--- config.mk ---
export PLATFORM = sky130hd
export DESIGN_NAME = mem_bus_arbiter
export DESIGN_NICKNAME = d
export VERILOG_FILES = /design/src/rtl/mem_bus_arbiter.sv
export SDC_FILE = /design/constraint.sdc
export NUM_CORES = 1
export LEC_CHECK = 0
export ABC_AREA = 1
export CORE_AREA = 2 2 119 121
export DETAILED_ROUTE_END_ITERATION = 12
export DIE_AREA = 0 0 121 123
export PLACE_DENSITY_LB_ADDON = 0.2
export SLEW_MARGIN = 15
export SYNTH_ARGS = -nofsm -noshare
export SYNTH_HDL_FRONTEND = slang
export SYNTH_SLANG_ARGS = --single-unit
--- constraint.sdc ---
create_clock -name clk -period 3.4 [get_ports clk]
set_input_delay 0.34 -clock clk [delete_from_list [all_inputs] [get_ports clk]]
set_output_delay 0.34 -clock clk [all_outputs]
set_load 0.01 [all_outputs]
--- src/rtl/mem_bus_arbiter.sv ---
// Two-master bus arbiter with lock/hold fairness and a one-cycle read-return path.
// Grants and the downstream bus are combinational; read valids are registered.
module mem_bus_arbiter #(
    parameter int unsigned MAX_HOLD = 8
) (
    input  logic        clk,
    input  logic        reset,
    input  logic        m0_req,
    input  logic [31:0] m0_addr,
    input  logic [31:0] m0_wdata,
    input  logic [3:0]  m0_wmask,
    input  logic        m0_lock,
    input  logic        m1_req,
    input  logic [31:0] m1_addr,
    input  logic [31:0] m1_wdata,
    input  logic [3:0]  m1_wmask,
    input  logic        m1_lock,
    output logic        m0_gnt,
    output logic        m1_gnt,
    output logic        m0_rvalid,
    output logic        m1_rvalid,
    output logic [31:0] m0_rdata,
    output logic [31:0] m1_rdata,
    output logic [31:0] bus_addr,
    output logic [31:0] bus_wdata,
    output logic [3:0]  bus_wmask,
    input  logic [31:0] bus_rdata,
    output logic        bus_owner
);

    localparam logic [7:0] HOLD_LIMIT = 8'(MAX_HOLD);

    logic       last_gnt;
    logic       lock_q;
    logic [7:0] hold_cnt;
    logic [1:0] rvalid_q;

    logic gnt0;
    logic gnt1;
    logic granted;
    logic other_req;
    logic owner_lock;

    // Lock only extends ownership while the hold budget lasts; otherwise rotate.
    always_comb begin
        gnt0 = 1'b0;
        gnt1 = 1'b0;
        if (!reset) begin
            if (m0_req && !m1_req) begin
                gnt0 = 1'b1;
            end else if (m1_req && !m0_req) begin
                gnt1 = 1'b1;
            end else if (m0_req && m1_req) begin
                if (lock_q && (hold_cnt < HOLD_LIMIT)) begin
                    gnt0 = ~last_gnt;
                    gnt1 = last_gnt;
                end else begin
                    gnt0 = last_gnt;
                    gnt1 = ~last_gnt;
                end
            end
        end
    end

    assign granted    = gnt0 | gnt1;
    assign other_req  = gnt1 ? m0_req  : m1_req;
    assign owner_lock = gnt1 ? m1_lock : m0_lock;

    assign m0_gnt    = gnt0;
    assign m1_gnt    = gnt1;
    assign bus_owner = gnt1;

    always_comb begin
        bus_addr  = 32'h0;
        bus_wdata = 32'h0;
        bus_wmask = 4'h0;
        if (gnt0) begin
            bus_addr  = m0_addr;
            bus_wdata = m0_wdata;
            bus_wmask = m0_wmask;
        end else if (gnt1) begin
            bus_addr  = m1_addr;
            bus_wdata = m1_wdata;
            bus_wmask = m1_wmask;
        end
    end

    always_ff @(posedge clk) begin
        if (reset) begin
            last_gnt <= 1'b1;
            lock_q   <= 1'b0;
            hold_cnt <= 8'h0;
            rvalid_q <= 2'b00;
        end else begin
            rvalid_q <= {gnt1 && (m1_wmask == 4'h0), gnt0 && (m0_wmask == 4'h0)};
            if (granted) begin
                last_gnt <= gnt1;
                lock_q   <= owner_lock;
                if ((gnt1 == last_gnt) && other_req) begin
                    if (hold_cnt != 8'hFF) begin
                        hold_cnt <= hold_cnt + 8'd1;
                    end
                end else begin
                    hold_cnt <= 8'd1;
                end
            end else begin
                lock_q <= 1'b0;
            end
        end
    end

    // Read-return is masked during reset so a stale valid never leaks out.
    assign m0_rvalid = rvalid_q[0] & ~reset;
    assign m1_rvalid = rvalid_q[1] & ~reset;
    assign m0_rdata  = m0_rvalid ? bus_rdata : 32'h0;
    assign m1_rdata  = m1_rvalid ? bus_rdata : 32'h0;

endmodule

==> flow_metrics.env, run 1 <==
export IMPL_antenna_left=0
export IMPL_start_util_pct=13.9
export IMPL_synth_seq_area_share_pct=12.7
export IMPL_drt_iter0_markers=89
export IMPL_finalWirelength_mm=12.0
export IMPL_netlist_instances=406
export IMPL_io_pins=311
export IMPL_fin_nets=881
export IMPL_hpwlAfterDp_mm=10.3
export IMPL_most_common_layout_cells="clkdlybuf4s50_1, nand2_1, nor2_1"
export IMPL_die_h_um=123
export IMPL_cellLeakagePower_nw=2.44
export IMPL_root_buffer="clkbuf_16"
export IMPL_drive_gt1_share_pct=4.26
export IMPL_dp_slack_ns=0.409
export IMPL_post_cts_buffers=0
export IMPL_cts_buffers=3
export IMPL_criticalPathCategory="in2out"
export IMPL_rsz0062_at_grt="false"
export IMPL_worstPathMaxFanout=58
export IMPL_grtUsageTotal_pct=14.5
export IMPL_chipWidth_um=121
export IMPL_clk_path_buf_depth=2
export IMPL_worst_path_most_repeated_cell="nand2_1"
export IMPL_htreeDepth=1
export IMPL_critPathSlowestCell="clkdlybuf4s50_1"
export IMPL_r2r_slack_ns=2.23
export IMPL_critPathLaunchType="primary input"
export IMPL_worstSkewPairLatency_ns=0.24
export IMPL_nFillCells=1420
export IMPL_path_buf_inv=6
export IMPL_status="completed"
export IMPL_drt_wirelength_per_cell_um=13.6
export IMPL_drv_slew=0
export IMPL_crit_arrival_ns=2.65
export IMPL_core_area_um2=13600
export IMPL_clk_pin_slew_ns=0.04
export IMPL_yosys_warnings=0
export IMPL_setup_violations=0
export IMPL_max_slew_margin_rel_pct=64.1
export IMPL_fp_row_count=43
export IMPL_vias_per_cell=3.86
export IMPL_io_buffer_count=310
export IMPL_cts_hold_buf=0
export IMPL_layout_cells_most_common="clkdlybuf4s50_1"
export IMPL_end_kind="output port"
export IMPL_grt_first_pass_wirelength_mm=17.1
export IMPL_grt_max_degree=59
export IMPL_synth_cell_types=23
export IMPL_worst_slack_ns=0.406
export IMPL_tns_ns=0
export IMPL_min_period_ns=2.99
export IMPL_required_ns=3.06
export IMPL_min_path_type="reg2reg"
export IMPL_drc=0
export IMPL_grt_pass1_vias=3374
export IMPL_syn_area_um2=1890
export IMPL_fin_area_um2=5250
export IMPL_synth_nets=581
export IMPL_holdWs_ns=0.469
export IMPL_cts_sinks=12
export IMPL_synth_seq_cells=12
export IMPL_powerDensity_nw_per_um2=166
export IMPL_gp_congestion=0.847
export IMPL_crit_family="buffers and inverters"
export IMPL_firstDrtPassIters=4
export IMPL_syn_to_final_growth_pct=178
export IMPL_cts_resized=0
export IMPL_finalHoldViolations=0
export IMPL_finClkSkew_ns=0.00148
export IMPL_cts_tree="built"
export IMPL_die_area_um2=14900
export IMPL_syn_area_per_cell_um2=4.65
export IMPL_cp_cell_sequence="clkdlybuf4s50_1, inv_2, nand2_1, inv_1, nand2_2, inv_2, buf_12, nand2_1, nand2_1, clkdlybuf4s50_1"
export IMPL_ir_worst_vdd_mv=0.123
export IMPL_vias=3420
export IMPL_worstMarginPinSlew_ns=0.538
export IMPL_slowest_delay_ns=0.56
export IMPL_antenna_found_initial=1
export IMPL_max_freq_mhz=334
export IMPL_finalCritPeriodShare_pct=88.1
export IMPL_post_dp_cell_area_um2=5180
export IMPL_gr_total_overflow=0
export IMPL_drv_cap=0
## area by class of cell
class / count / area (µm²) / share of cell area (%)
antenna: 1 / 2.50 / 0.0476
clock buffer: 3 / 75.1 / 1.43
inverter: 50 / 188 / 3.57
multi-input combinational: 322 / 1320 / 25.1
sequential: 12 / 240 / 4.57
tap: 180 / 225 / 4.29
timing repair buffer: 317 / 3210 / 61.0
## where the power goes
part | total (mW) | switching, mW | internal, mW
Combinational | 0.512 | 0.191 | 0.321
Sequential | 0.147 | 0.00237 | 0.144
Clock | 0.211 | 0.0581 | 0.153
## final timing paths
kind,from,to,cells past startpoint
min,hold_cnt[7],hold_cnt[7],2
min reg2reg,hold_cnt[7],hold_cnt[7],2
max,reset,bus_wmask[0],10
max reg2reg,hold_cnt[6],lock_q,8
## stage by stage
step / instances / power, mW / util, %
floorplan: 406 / 0.300 / -
global placement: 881 / 0.664 / 38.0
detailed placement: 881 / 0.661 / 38.0
CTS: 884 / 0.878 / 38.6
global route: 885 / 0.922 / 38.6
finish: 885 / 0.870 / 38.6
## kinds of logic after synthesis
kind of cell	after synthesis	share of synthesized area (%)
AND/OR/NAND/NOR	316	67.3
buffers and inverters	72	17.4
flip-flops	12	12.7
AO/OA/AOI/OAI	5	1.86
adder cells (fa/ha/maj)	1	0.663
## flip-flops by register name, summed over array words and instances, names as in the netlist
register,flops
last_gnt,1
rvalid_q,2
hold_cnt,8
lock_q,1
## tightest hold or removal path, delay by kind of cell, from the launching register on
family,cells,cell delay [ns]
and+or+nand+nor,1,0.08
DFF,1,0.31
buffers and inverters,1,0.04
## per-layer routing
| metal | track usage [%] | vias up | wire, µm |
|---|---|---|---|
| li1 | - | 1778 | - |
| met1 | 16.2 | 1430 | 4510 |
| met2 | 26.9 | 199 | 6010 |
| met3 | 4.43 | 13 | 1290 |
| met4 | 3.20 | 0 | 217 |
| met5 | 0 | - | 0 |
## cells in the mapped netlist
master	count	area share [%]
nor2_4	2	1.2
nor2_1	72	14
a41oi_1	1	0.46
nand2_2	13	4.3
a21oi_1	2	0.53
or4_1	1	0.40
nand4_1	2	0.66
nand2_1	209	42
nor3b_1	1	0.40
o21a_2	1	0.46
ha_1	1	0.66
dfxtp_1	12	13
inv_2	3	0.60
buf_4	1	0.40
buf_6	3	1.8
buf_8	1	0.80
nor2_2	1	0.33
nand3_1	13	3.4
buf_2	17	4.5
or2_0	1	0.33
nor4_1	1	0.33
inv_1	47	9.4
o211ai_1	1	0.40
Note: power is estimated with default switching activity, not from simulation.
==> inputs of run 2 (changes only) <==
--- a/config.mk
+++ b/config.mk
@@ -5,10 +5,10 @@
 export SDC_FILE = /design/constraint.sdc
 export NUM_CORES = 1
 export LEC_CHECK = 0
-export ABC_AREA = 1
-export CORE_AREA = 2 2 119 121
+export CORE_AREA = 2 2 121 123
+export CTS_CLUSTER_SIZE = 28
 export DETAILED_ROUTE_END_ITERATION = 12
-export DIE_AREA = 0 0 121 123
+export DIE_AREA = 0 0 123 125
 export PLACE_DENSITY_LB_ADDON = 0.2
 export SLEW_MARGIN = 15
 export SYNTH_ARGS = -nofsm -noshare
==> run 2 against run 1 <==
Compared with the run above: fmax shrank 9.3%; routed wire length shrank 8.1%; clock-buffer cell count grew 1; register-to-register slack lost 1.1 ns; clock skew grew 0.00064 ns; total power grew 2.5%; critical path depth shrank 3; hold slack gained 0.019 ns; largest power group unchanged.
==> flow_metrics.env, run 2 <==
export IMPL_status="completed"
export IMPL_slowest_delay_ns=0.57
export IMPL_max_slew_margin_rel_pct=61.3
export IMPL_most_common_layout_cells="clkdlybuf4s50_1, a22o_1, and2_1"
export IMPL_grt_first_pass_wirelength_mm=15.2
export IMPL_layout_cells_most_common="clkdlybuf4s50_1"
export IMPL_antenna_left=0
export IMPL_start_util_pct=11.9
export IMPL_finalPower_mw=0.891
export IMPL_r2r_end="rvalid_q[0]"
export IMPL_vias=2885
export IMPL_min_path_type="reg2reg"
export IMPL_criticalPathCategory="reg2out"
export IMPL_cts_tree="built"
export IMPL_instances_no_fill=696
export IMPL_yosys_warnings=0
export IMPL_r2r_slack_ns=1.16
export IMPL_syn_area_per_cell_um2=7.89
export IMPL_endpoint="bus_wdata[11]"
export IMPL_cts_buffers=3
export IMPL_finalCritPeriodShare_pct=97.1
export IMPL_largest_reg_flops=8
export IMPL_synth_main_ff_cell="dfxtp_1"
export IMPL_ys_top_cells_by_count="a22o_1, and2_1, clkbuf_1, dfxtp_1, nor2_1"
export IMPL_synth_seq_cells=12
export IMPL_required_ns=3.06
export IMPL_firstDrtPassIters=4
export IMPL_tns_ns=0
export IMPL_worstSkewPairLatency_ns=0.24
export IMPL_cts_hold_buf=0
export IMPL_drt_iter0_markers=53
export IMPL_max_flop_register="hold_cnt"
export IMPL_max_freq_mhz=303
export IMPL_post_dp_cell_area_um2=4940
export IMPL_hpwlAfterDp_mm=8.67
export IMPL_grt_max_degree=73
export IMPL_cp_cell_sequence="or4_4, or3_4, a311oi_4, buf_4, buf_8, a22o_1, clkdlybuf4s50_1"
export IMPL_vias_per_cell=4.15
export IMPL_finalWirelength_mm=11.1
export IMPL_grt_pass1_vias=2823
export IMPL_min_period_ns=3.30
export IMPL_diodes=0
export IMPL_synth_cell_types=28
export IMPL_dp_cells=689
export IMPL_powerDensity_nw_per_um2=176
export IMPL_ir_worst_vdd_mv=0.137
export IMPL_antenna_found_initial=0
export IMPL_setup_violations=0
export IMPL_syn_area_um2=1690
export IMPL_chipWidth_um=123
export IMPL_yosysTopAreaCellShare_pct=35.8
export IMPL_gr_total_overflow=0
export IMPL_top_regs="hold_cnt (8), rvalid_q (2)"
export IMPL_worstPathMaxFanout=35
export IMPL_crit_arrival_ns=2.96
export IMPL_fp_row_count=44
export IMPL_htreeDepth=1
export IMPL_netlist_instances=214
export IMPL_rsz0062_at_grt="false"
export IMPL_syn_to_final_growth_pct=200
export IMPL_die_area_um2=15400
export IMPL_fin_nets=688
export IMPL_end_kind="output port"
export IMPL_io_buffer_count=310
export IMPL_critPathLaunchType="register"
export IMPL_worstMarginPinSlew_ns=0.575
export IMPL_synth_area_leaders="a22o_1, and2_1, dfxtp_1, buf_6, clkbuf_1"
export IMPL_synth_seq_area_share_pct=14.2
export IMPL_grtUsageTotal_pct=12.4
export IMPL_finalHoldViolations=0
export IMPL_cellLeakagePower_nw=1.90
export IMPL_r2r_start="hold_cnt[3]"
export IMPL_synth_edff_count=0
export IMPL_async_reset_ff_share_pct=0
export IMPL_drc=0
export IMPL_cp_startpoint="hold_cnt[3]"
export IMPL_cts_sinks=12
export IMPL_yosysMostFrequentCell="a22o_1"
export IMPL_synth_nets=389
export IMPL_drt_wirelength_per_cell_um=15.9
export IMPL_drv_cap=0
export IMPL_core_area_um2=14200
export IMPL_gp_congestion=0.788
export IMPL_synth_largest_area_cell="a22o_1"
export IMPL_clk_pin_slew_ns=0.04
export IMPL_hp_start="hold_cnt[7]"
export IMPL_io_pins=311
export IMPL_clk_path_buf_depth=2
export IMPL_ff2ff_path_depth=6
export IMPL_fin_util_pct=35.7
export IMPL_drive_gt1_share_pct=2.93
export IMPL_drv_slew=0
export IMPL_root_buffer="clkbuf_16"
export IMPL_finClkSkew_ns=0.00212
export IMPL_die_h_um=125
export IMPL_fin_area_um2=5070
export IMPL_critPathSlowestCell="or4_4"
run 2: cell types whose count changed in the layout (fill, tap and decap cells not counted), sizes merged, moves of 3 or more:
cell	delta
nor2	-65
inv	-48
o21ai	+3
nand3	-13
nor3	+3
nand2	-220
a22o	+69
and2	+66
a31oi	+4
run 2: worst min-delay path by stage:
stage                   to  slack, ns  cells after the start
6_report       hold_cnt[7]       0.49                      2
5_1_grt        hold_cnt[7]       0.52                      2
4_1_cts        hold_cnt[7]       0.49                      2
3_5_place_dp   hold_cnt[7]       0.48                      2
3_3_place_gp   hold_cnt[7]       0.47                      2
2_1_floorplan  hold_cnt[7]       0.43                      2
run 2: cell type report:
class	count	area (µm²)
Multi-Input combinational cell	177	1310
Fill cell	1445	9140
Inverter	2	7.51
Sequential cell	12	240
Clock buffer	4	88.8
Tap cell	184	230
Timing Repair Buffer	317	3200
run 2: critical path, delay by kind of cell (launching register included):
family / cells / cell delay [ns]
buf+inv: 3 / 0.99
simple gates: 2 / 0.96
compound gates: 2 / 0.41
flops: 1 / 0.34
run 2: timing repair:
| item | 4_1_cts | 5_1_grt |
|---|---|---|
| endpoints found under the setup margin | 0 | 22 |
| buffers inserted | 0 | 1 |
| resized for setup | 0 | 2 |
run 2: kinds of logic (layout without fill, tap and decap cells):
| kind of cell | Yosys count | after routing | share of synthesized area (%) |
|---|---|---|---|
| fa+ha+maj | 1 | 1 | 0.741 |
| flops | 12 | 12 | 14.2 |
| buf+inv | 25 | 323 | 8.97 |
| simple gates | 93 | 93 | 33.7 |
| compound gates | 83 | 83 | 42.4 |
run 2: report_power, final:
| part | total [mW] | internal [mW] | switching [mW] |
|---|---|---|---|
| combinational | 0.506 | 0.342 | 0.164 |
| clock | 0.237 | 0.177 | 0.0600 |
| sequential | 0.147 | 0.144 | 0.00283 |
| total | 0.891 | 0.664 | 0.227 |
run 2: metrics by stage:
step | worst slack, ns | hold slack, ns
after global routing | 0.0117 | 0.516
after CTS | 0.0433 | 0.494
after floorplan | 0.901 | 0.428
final | 0.0991 | 0.488
after detailed placement | 0.292 | 0.480
after global placement | 0.327 | 0.474
run 2: layer usage:
metal	wire, µm	track usage, %	vias to the layer above
met1	4030	13.2	1286
met3	1340	4.43	10
met5	0	0	-
met2	5500	23.0	191
met4	181	3.01	0
li1	-	-	1398
==> inputs of run 3 (changes only) <==
--- a/config.mk
+++ b/config.mk
@@ -5,10 +5,11 @@
 export SDC_FILE = /design/constraint.sdc
 export NUM_CORES = 1
 export LEC_CHECK = 0
-export CORE_AREA = 2 2 121 123
+export CORE_AREA = 2 2 122 124
+export CTS_BUF_LIST = sky130_fd_sc_hd__clkbuf_8
 export CTS_CLUSTER_SIZE = 28
 export DETAILED_ROUTE_END_ITERATION = 12
-export DIE_AREA = 0 0 123 125
+export DIE_AREA = 0 0 124 126
 export PLACE_DENSITY_LB_ADDON = 0.2
 export SLEW_MARGIN = 15
 export SYNTH_ARGS = -nofsm -noshare
==> constraint.sdc (replaced) <==
create_clock -name clk -period 3.4 [get_ports clk]
set_input_delay 1.02 -clock clk [delete_from_list [all_inputs] [get_ports clk]]
set_output_delay 1.02 -clock clk [all_outputs]
set_load 0.01 [all_outputs]
==> run 3 against run 2 <==
Compared with the run above: the run now ends with negative setup slack left; via count is 7.7% higher; sequential share of layout area is 0.14 points lower; combinational power is 9.1% higher; sequential power hardly changed; critical path type unchanged; register-to-register slack worse by 0.08 ns; die area is 1.6% higher; first-iteration DRC count is 75% higher; cell area is 4.2% higher; highest routed layer unchanged; largest cell class unchanged; cell count is 5.3% higher.
==> flow_metrics.env, run 3 (synthesis gave the netlist of run 2 again) <==
export IMPL_critPathLaunchType="register"
export IMPL_power_frac_comb_pct=64.6
export IMPL_worstSkewPairLatency_ns=0.24
export IMPL_die_h_um=126
export IMPL_nFillCells=1511
export IMPL_finalCritPeriodShare_pct=105
export IMPL_chipWidth_um=124
export IMPL_status="finished with violations"
export IMPL_root_buffer="clkbuf_8"
export IMPL_min_period_ns=3.57
export IMPL_htreeDepth=1
export IMPL_grtUsageTotal_pct=15.5
export IMPL_criticalPathCategory="reg2out"
export IMPL_clk_pin_slew_ns=0.06
export IMPL_p_clk_share_pct=18.2
export IMPL_p_sw_share_pct=29.7
export IMPL_cts_hold_buf=0
export IMPL_syn_to_final_growth_pct=213
export IMPL_fin_nets=725
export IMPL_top_regs="hold_cnt (8), rvalid_q (2)"
export IMPL_cts_tree="built"
export IMPL_cts_buffers=3
export IMPL_drv_slew=0
export IMPL_setup_violations=64
export IMPL_grt_first_pass_wirelength_mm=18.2
export IMPL_vias=3107
export IMPL_finalPower_mw=0.855
export IMPL_hpwlAfterDp_mm=9.92
export IMPL_dp_slack_ns=-0.836
export IMPL_finClkSkew_ns=0.00574
export IMPL_worstPathMaxFanout=7
export IMPL_cts_sinks=12
export IMPL_die_area_um2=15600
export IMPL_drive_gt1_share_pct=30.1
export IMPL_dp_cells=705
export IMPL_fp_row_count=44
export IMPL_drt_iter0_markers=93
export IMPL_vias_per_cell=4.24
export IMPL_finalWirelength_mm=13.9
export IMPL_drt_wirelength_per_cell_um=19.0
export IMPL_seqPwrFrac_pct=17.3
export IMPL_max_slew_margin_rel_pct=62.4
export IMPL_rsz0062_at_grt="true"
export IMPL_drc=0
export IMPL_max_freq_mhz=280
export IMPL_io_pins=311
export IMPL_clk_path_buf_depth=2
export IMPL_gp_congestion=0.885
export IMPL_powerDensity_nw_per_um2=162
export IMPL_diodes=0
export IMPL_grt_pass1_vias=3283
export IMPL_core_area_um2=14300
export IMPL_crit_arrival_ns=2.55
export IMPL_cellLeakagePower_nw=2.47
export IMPL_ir_worst_vdd_mv=0.0812
export IMPL_switching_power_mw=0.254
export IMPL_p_int_mw=0.601
export IMPL_finalHoldViolations=0
export IMPL_end_kind="output port"
export IMPL_grt_max_degree=25
export IMPL_worstMarginPinSlew_ns=0.559
export IMPL_violations="negative setup slack"
export IMPL_gr_total_overflow=0
export IMPL_max_flop_register="hold_cnt"
export IMPL_worst_slack_ns=-0.175
export IMPL_largest_reg_flops=8
export IMPL_drv_cap=0
export IMPL_min_path_type="reg2reg"
export IMPL_antenna_left=0
export IMPL_antenna_found_initial=0
export IMPL_layout_cells_most_common="clkdlybuf4s50_1"
export IMPL_most_common_layout_cells="clkdlybuf4s50_1, a22o_1, and2_1, buf_2"
export IMPL_required_ns=2.38
export IMPL_firstDrtPassIters=4
export IMPL_io_buffer_count=310
export IMPL_start_util_pct=11.8
export IMPL_instances_no_fill=733
-- run 3: cell count changes in the layout (fill, tap and decap cells not counted), sizes merged --
| cell | before | now |
|---|---|---|
| dlygate4sd2 | 0 | 26 |
| clkdlybuf4s15 | 0 | 15 |
| buf | 6 | 109 |
| clkbuf | 5 | 38 |
| clkdlybuf4s50 | 310 | 170 |
-- run 3: final timing paths --
path              slack, ns   startpoint       endpoint  depth (start not counted)
setup / recovery      -0.17  hold_cnt[6]  bus_wdata[26]                          9
hold / removal         0.48  hold_cnt[7]    hold_cnt[7]                          2
setup reg to reg       1.08  hold_cnt[6]    rvalid_q[1]                          9
hold reg to reg        0.48  hold_cnt[7]    hold_cnt[7]                          2
-- run 3: repair_timing --
action	in CTS	in global routing
pin swaps	13	29
gates cloned	9	7
endpoints found under the setup margin	137	80
gates resized for setup	371	107
buffers inserted	7	3
-- run 3: layout make-up --
type	instances	area, µm²	share of cell area (%)
clock buffers	4	55.1	1.04
well taps	184	230	4.36
repair buffers	354	3400	64.4
multi-input cells	177	1340	25.4
inverters	2	7.51	0.142
flip-flops and latches	12	243	4.60
-- run 3: worst max-delay path: stages (launching register included) --
cell	delay [ns]
dfxtp_2	0.32
or4_4	0.55
buf_6	0.14
o211a_4	0.23
nor4b_4	0.36
buf_12	0.21
buf_12	0.13
buf_16	0.12
a22o_1	0.13
buf_2	0.12
-- run 3: power groups by stage --
| stage | logic, mW | registers, mW | clock network, mW |
|---|---|---|---|
| after floorplan | 0.151 | 0.149 | 0 |
| after global placement | 0.512 | 0.150 | 0 |
| after detailed placement | 0.512 | 0.150 | 0 |
| after CTS | 0.529 | 0.147 | 0.163 |
| after global routing | 0.586 | 0.148 | 0.170 |
| final | 0.552 | 0.148 | 0.155 |
-- run 3: per-layer routing --
layer	global-route usage (%)	part of all wire (%)
met1	15.7	35
met2	31.4	54
met3	3.17	9.3
met4	3.30	1.1
met5	0	0
-- run 3: stage by stage --
| step | hold slack (ns) | setup TNS, ns | utilization [%] | instance area [µm²] |
|---|---|---|---|---|
| 5_1_grt | 0.505 | -14.07 | 36.9 | 5280 |
| 6_report | 0.483 | -7.93 | 36.9 | 5280 |
| 3_5_place_dp | 0.470 | -81.78 | 35.5 | 5090 |
| 4_1_cts | 0.484 | -10.57 | 36.7 | 5260 |
| 3_3_place_gp | 0.461 | -78.90 | 35.5 | 5090 |
| 2_1_floorplan | 0.428 | 0 | - | 1690 |
